File: config.mk
export PLATFORM = sky130hd
export DESIGN_NAME = cmp_scheduler
export DESIGN_NICKNAME = d
export VERILOG_FILES = /design/src/rtl/cmp_scheduler.sv
export SDC_FILE = /design/constraint.sdc
export NUM_CORES = 1
export LEC_CHECK = 0
export ABC_AREA = 1
export ABC_CLOCK_PERIOD_IN_PS = 2200
export BUFFER_PORTS_ARGS = -buffer_cell sky130_fd_sc_hd__buf_2
export CORE_MARGIN = 8
export CORE_UTILIZATION = 30
export DETAILED_ROUTE_END_ITERATION = 10
export PLACE_DENSITY_LB_ADDON = 0.1
export SETUP_SLACK_MARGIN = 0.1
export SLEW_MARGIN = 20
export SYNTH_ARGS = -nofsm -noshare
export SYNTH_HDL_FRONTEND = slang
export SYNTH_SLANG_ARGS = --single-unit
File: constraint.sdc
create_clock -name clk -period 2.2 [get_ports clk]
set_clock_uncertainty 0.05 [all_clocks]
set_input_delay 0.11 -clock clk [delete_from_list [all_inputs] [get_ports clk]]
set_output_delay 0.11 -clock clk [all_outputs]
set_load 0.01 [all_outputs]
File: src/rtl/cmp_scheduler.sv
// cmp_scheduler
//   Round-robin front end that shares one pipelined FP less-than comparator
//   (FloPoCo 11/18, 32-bit words) among N requesters. One request is accepted
//   per cycle. The requester ID rides a tag pipeline matched to the comparator
//   latency, so each result returns to the requester that issued it.
//
// Ports
//   clk, rst            single rising-edge clock, synchronous active-high reset
//   req_valid[N]        per-requester request valid
//   req_ready[N]        one-hot grant (combinational); accept = valid & ready
//   req_a/req_b[N*W]    flattened operands, requester i at [i*WIDTH +: WIDTH]
//   cmp_a/cmp_b[W]      registered operands to the comparator
//   cmp_less            comparator result, CMP_LAT cycles after cmp_a/cmp_b
//   rsp_valid[N]        one-hot single-cycle response strobe (registered)
//   rsp_less            result for the strobed requester (registered)
//   inflight            accepted requests not yet responded
module cmp_scheduler #(
  parameter int N       = 4,
  parameter int WIDTH   = 32,
  parameter int CMP_LAT = 2
) (
  input  logic                          clk,
  input  logic                          rst,
  input  logic [N-1:0]                  req_valid,
  output logic [N-1:0]                  req_ready,
  input  logic [N*WIDTH-1:0]            req_a,
  input  logic [N*WIDTH-1:0]            req_b,
  output logic [WIDTH-1:0]              cmp_a,
  output logic [WIDTH-1:0]              cmp_b,
  input  logic                          cmp_less,
  output logic [N-1:0]                  rsp_valid,
  output logic                          rsp_less,
  output logic [$clog2(CMP_LAT+2)-1:0]  inflight
);

  localparam int IDW = (N > 1) ? $clog2(N) : 1;
  localparam int CW  = $clog2(CMP_LAT + 2);

  // ---------------------------------------------------------------- arbiter
  logic [IDW-1:0] rr_q, rr_d;
  logic           grant_vld;
  logic [IDW-1:0] grant_id;
  logic [IDW:0]   cand;

  // Scan rr, rr+1, ... mod N; the extra bit in cand absorbs the wrap.
  always_comb begin
    grant_vld = 1'b0;
    grant_id  = '0;
    req_ready = '0;
    cand      = '0;
    for (int off = 0; off < N; off++) begin
      cand = {1'b0, rr_q} + (IDW+1)'(off);
      if (cand >= (IDW+1)'(N)) cand = cand - (IDW+1)'(N);
      if (!grant_vld && !rst && req_valid[cand[IDW-1:0]]) begin
        grant_vld = 1'b1;
        grant_id  = cand[IDW-1:0];
      end
    end
    if (grant_vld) req_ready[grant_id] = 1'b1;
  end

  always_comb begin
    rr_d = rr_q;
    if (grant_vld) rr_d = (grant_id == IDW'(N-1)) ? '0 : grant_id + IDW'(1);
  end

  // ------------------------------------------------------------------ issue
  logic [WIDTH-1:0] cmp_a_q, cmp_a_d, cmp_b_q, cmp_b_d;

  // Operands hold when idle; the comparator output is simply not tagged.
  always_comb begin
    cmp_a_d = cmp_a_q;
    cmp_b_d = cmp_b_q;
    if (grant_vld) begin
      cmp_a_d = req_a[grant_id*WIDTH +: WIDTH];
      cmp_b_d = req_b[grant_id*WIDTH +: WIDTH];
    end
  end

  // ------------------------------------------------------------ tag pipeline
  // Stage 0 is loaded at the accept edge, so stage CMP_LAT lines up with the
  // cycle in which cmp_less belongs to that request.
  logic [CMP_LAT:0]          vld_pipe_q, vld_pipe_d;
  logic [CMP_LAT:0][IDW-1:0] id_pipe_q,  id_pipe_d;
  logic                      rsp_fire;

  always_comb begin
    vld_pipe_d = {vld_pipe_q[CMP_LAT-1:0], grant_vld};
    id_pipe_d  = {id_pipe_q[CMP_LAT-1:0], grant_id};
  end

  assign rsp_fire = vld_pipe_q[CMP_LAT];

  logic [N-1:0] rsp_valid_q, rsp_valid_d;
  logic         rsp_less_q, rsp_less_d;

  always_comb begin
    rsp_valid_d = '0;
    rsp_less_d  = 1'b0;
    if (rsp_fire) begin
      rsp_valid_d[id_pipe_q[CMP_LAT]] = 1'b1;
      rsp_less_d                      = cmp_less;
    end
  end

  // --------------------------------------------------------------- inflight
  logic [CW-1:0] inflight_q, inflight_d;

  always_comb begin
    inflight_d = inflight_q;
    case ({grant_vld, rsp_fire})
      2'b10:   inflight_d = inflight_q + CW'(1);
      2'b01:   inflight_d = inflight_q - CW'(1);
      default: inflight_d = inflight_q;
    endcase
  end

  // -------------------------------------------------------------- registers
  always_ff @(posedge clk) begin
    if (rst) begin
      rr_q        <= '0;
      cmp_a_q     <= '0;
      cmp_b_q     <= '0;
      vld_pipe_q  <= '0;
      id_pipe_q   <= '0;
      rsp_valid_q <= '0;
      rsp_less_q  <= 1'b0;
      inflight_q  <= '0;
    end else begin
      rr_q        <= rr_d;
      cmp_a_q     <= cmp_a_d;
      cmp_b_q     <= cmp_b_d;
      vld_pipe_q  <= vld_pipe_d;
      id_pipe_q   <= id_pipe_d;
      rsp_valid_q <= rsp_valid_d;
      rsp_less_q  <= rsp_less_d;
      inflight_q  <= inflight_d;
    end
  end

  assign cmp_a     = cmp_a_q;
  assign cmp_b     = cmp_b_q;
  assign rsp_valid = rsp_valid_q;
  assign rsp_less  = rsp_less_q;
  assign inflight  = inflight_q;

endmodule

==> flow_metrics.env <==
export IMPL_routed_via_density=4.681
export IMPL_worst_slew_pin_transition_ns=0.3666
export IMPL_post_route_period_util_pct=102.3
export IMPL_yosysWarningCount=0
export IMPL_port_bufs=337
export IMPL_layout_commonest_cell="buf_2"
export IMPL_p_per_area_nw_per_um2=1617
export IMPL_drtAntennaViolNets=0
export IMPL_final_period_minus_worst_setup_slack_ns=2.250
export IMPL_groute_usage_overall_pct=20.25
export IMPL_violations="negative setup slack"
export IMPL_initial_core_util_pct=30.50
export IMPL_post_route_util_pct=47.66
export IMPL_yosys_area_top_type="dfxtp_1"
export IMPL_place_gp_congestion=0.8594
export IMPL_final_setup_worst_slack_ns=-0.05045
export IMPL_sink_count=82
export IMPL_outcome="finished with violations"
export IMPL_grt_antenna_before_repair=6
export IMPL_post_route_cell_area_um2=9276
export IMPL_syn_nets=1310
export IMPL_dr_total_vias=7747
export IMPL_preCtsSetupSlack_ns=-0.1278
export IMPL_dr_pass1_iters=7
export IMPL_nFillCells=2087
export IMPL_clk_pin_slew_worst_paths_ns=0.08
export IMPL_max_clock_freq_ghz=0.4444
export IMPL_worst_setup_path_end_kind="output port"
export IMPL_vdd_ir_drop_worst_uv=675.1
export IMPL_detailed_place_hpwl_um=18740
export IMPL_power_mw=15.00
export IMPL_nNetsFinal=1648
export IMPL_grt_pass1_vias=7516
export IMPL_overflow_left_after_global_routing=0
export IMPL_placement_cell_area_um2=7980
export IMPL_most_prevalent_standard_cell_on_the_critical_path="nand2_4"
export IMPL_report_final_hold_viol_count=0
export IMPL_largest_driver_fanout_on_the_critical_path=7
export IMPL_proportion_of_netlist_area_held_by_the_largest_area_contributor_pct=27.66
export IMPL_cts_htree_levels=3
export IMPL_timing_worst_setup_path_type="reg2out"
export IMPL_routed_wire_length_per_instance_um=16.22
export IMPL_slew_viol_final=0
export IMPL_leakagePower_nw=5.373
export IMPL_clock_latency_late_sink_ns=0.35
export IMPL_grt_pass1_wl_um=39470
export IMPL_rsz0062_at_grt="yes"
export IMPL_cpMaxStageDelayCell="dfxtp_4"
export IMPL_area_of_the_mapped_netlist_um2=5936
export IMPL_growth_of_design_area_from_synthesis_to_finish_pct=56.28
export IMPL_clockBufferDepth=2
export IMPL_yosys_cell_types_count=21
export IMPL_num_rows=51
export IMPL_coreArea_um2=19460
export IMPL_io_pins=338
export IMPL_final_cell_mix="buf_2, nand3_1, nand2_1, inv_1, nor2_1"
export IMPL_hold_slack_ns=0.01263
export IMPL_wirelength_um=26850
export IMPL_timing_critical_path_cells="buf_8 > nand2_4 > nand2_4 > nand2_4 > nand2_4 > nor2_4 > nor2_4 > nand3_4 > nand2_8 > buf_12 > ha_4 > inv_4 > nor2_4 > buf_6"
export IMPL_worst_path_largest_cell_delay_ns=0.41
export IMPL_critical_path_required_ns=2.04
export IMPL_drc_errors=0
export IMPL_crit_path_start_kind="register"
export IMPL_tritoncts="yes"
export IMPL_cts_root_buf="clkbuf_16"
export IMPL_final_setup_viol_count=5
export IMPL_die_h_um=156.7
export IMPL_synth_sequential_area_ratio_pct=27.66
export IMPL_crit_arrival_ns=2.09
export IMPL_synthesis_area_per_instance_um2=5.680
export IMPL_maxCapViolCount=0
export IMPL_post_route_cells_drive_above_1_share_pct=36.24
export IMPL_grt_max_degree=54
export IMPL_max_slew_margin_pct=75.56
export IMPL_die_area_um2=24540
export IMPL_worst_hold_path_type="in2reg"
export IMPL_first_iter_violations=480
export IMPL_cts_bufs_inserted=9
export IMPL_die_width_um=156.7
export IMPL_postSynthRegisterBits=82
export IMPL_synthesis_instances=1045
export IMPL_synthTopCellsByArea="dfxtp_1, nand3_1, nand2_1"
synthesized netlist by cell type (all sizes together):
| cell | n |
|---|---|
| nor3 | 5 |
| nand4 | 1 |
| ha | 2 |
| buf | 58 |
| o21ai | 68 |
| clkbuf | 22 |
| inv | 152 |
| dfxtp | 82 |
| a21oi | 4 |
| nor2 | 143 |
| nand2 | 234 |
| nand3 | 274 |
flip-flops by register name (all words and copies together), names as in the netlist:
| register | count |
|---|---|
| cmp_a | 32 |
| cmp_b | 32 |
| id_pipe_d | 4 |
| id_pipe_q | 2 |
| inflight | 2 |
| rr_q | 2 |
| rsp_less | 1 |
| rsp_valid | 4 |
| vld_pipe_q | 3 |
cells by family (layout without fill, tap and decap cells):
logic type / Yosys count / after routing / share of synthesized area, %
compound gates: 72 / 72 / 6.071
simple gates: 657 / 657 / 48.19
fa+ha+maj: 2 / 2 / 0.4215
flops: 82 / 82 / 27.66
buf+inv: 232 / 575 / 17.66
other cells: 0 / 2 / 0
power breakdown:
| part | switching [mW] | leakage (nW) | internal (mW) |
|---|---|---|---|
| combinational | 6.28 | 4.56 | 4.90 |
| sequential | 0.275 | 0.682 | 2.06 |
| clock | 0.702 | 0.133 | 0.784 |
metrics by stage:
| step | TNS (ns) | std cells |
|---|---|---|
| finish | -0.1624 | 1655 |
| global route | -5.726 | 1655 |
| CTS | -0.9786 | 1632 |
| detailed placement | -4.617 | 1600 |
| global placement | -0.4595 | 1600 |
| floorplan | 0 | 1045 |
worst paths after layout:
check / startpoint / to / slack [ns] / cells after the start
worst max-delay path: rr_q[0] / req_ready[3] / -0.05 / 14
worst min-delay path: rst / vld_pipe_q[1] / 0.01 / 2
worst max register to register: rr_q[0] / cmp_b[20] / -0.02 / 17
worst min register to register: id_pipe_d[2] / id_pipe_d[4] / 0.35 / 2
routing by layer:
layer / global-route usage, % / vias to the layer above / wire, µm
li1: - / 3974 / -
met1: 23.83 / 3423 / 11290
met2: 33.94 / 302 / 12830
met3: 5.957 / 40 / 2134
met4: 8.009 / 8 / 547
met5: 0 / - / 49
cell type report:
type | count | area (µm²) | area share, %
antenna | 2 | 5.005 | 0.05395
clock buffer | 9 | 225.2 | 2.428
clock inverter | 7 | 58.81 | 0.6339
inverter | 152 | 595.6 | 6.420
multi-input combinational | 731 | 3642 | 39.26
sequential | 82 | 1649 | 17.78
tap | 265 | 331.6 | 3.574
timing repair buffer | 407 | 2769 | 29.85
what timing repair did:
| action | CTS | global route |
|---|---|---|
| buffers inserted | 11 | 14 |
| pin swaps | 23 | 48 |
| endpoints found under the hold margin | 1 | 0 |
| gates cloned | 4 | 7 |
| resized for setup | 49 | 83 |
| hold buffers | 1 | 0 |
| setup endpoints to repair | 71 | 70 |
worst max-delay path: cells and delay by family (launching register included):
| kind | cells | cell delay [ns] |
|---|---|---|
| DFF | 1 | 0.41 |
| adders and majority gates | 1 | 0.13 |
| buffers and inverters | 4 | 0.41 |
| and+or+nand+nor | 9 | 0.78 |
Power figures use the tool's default switching activity.
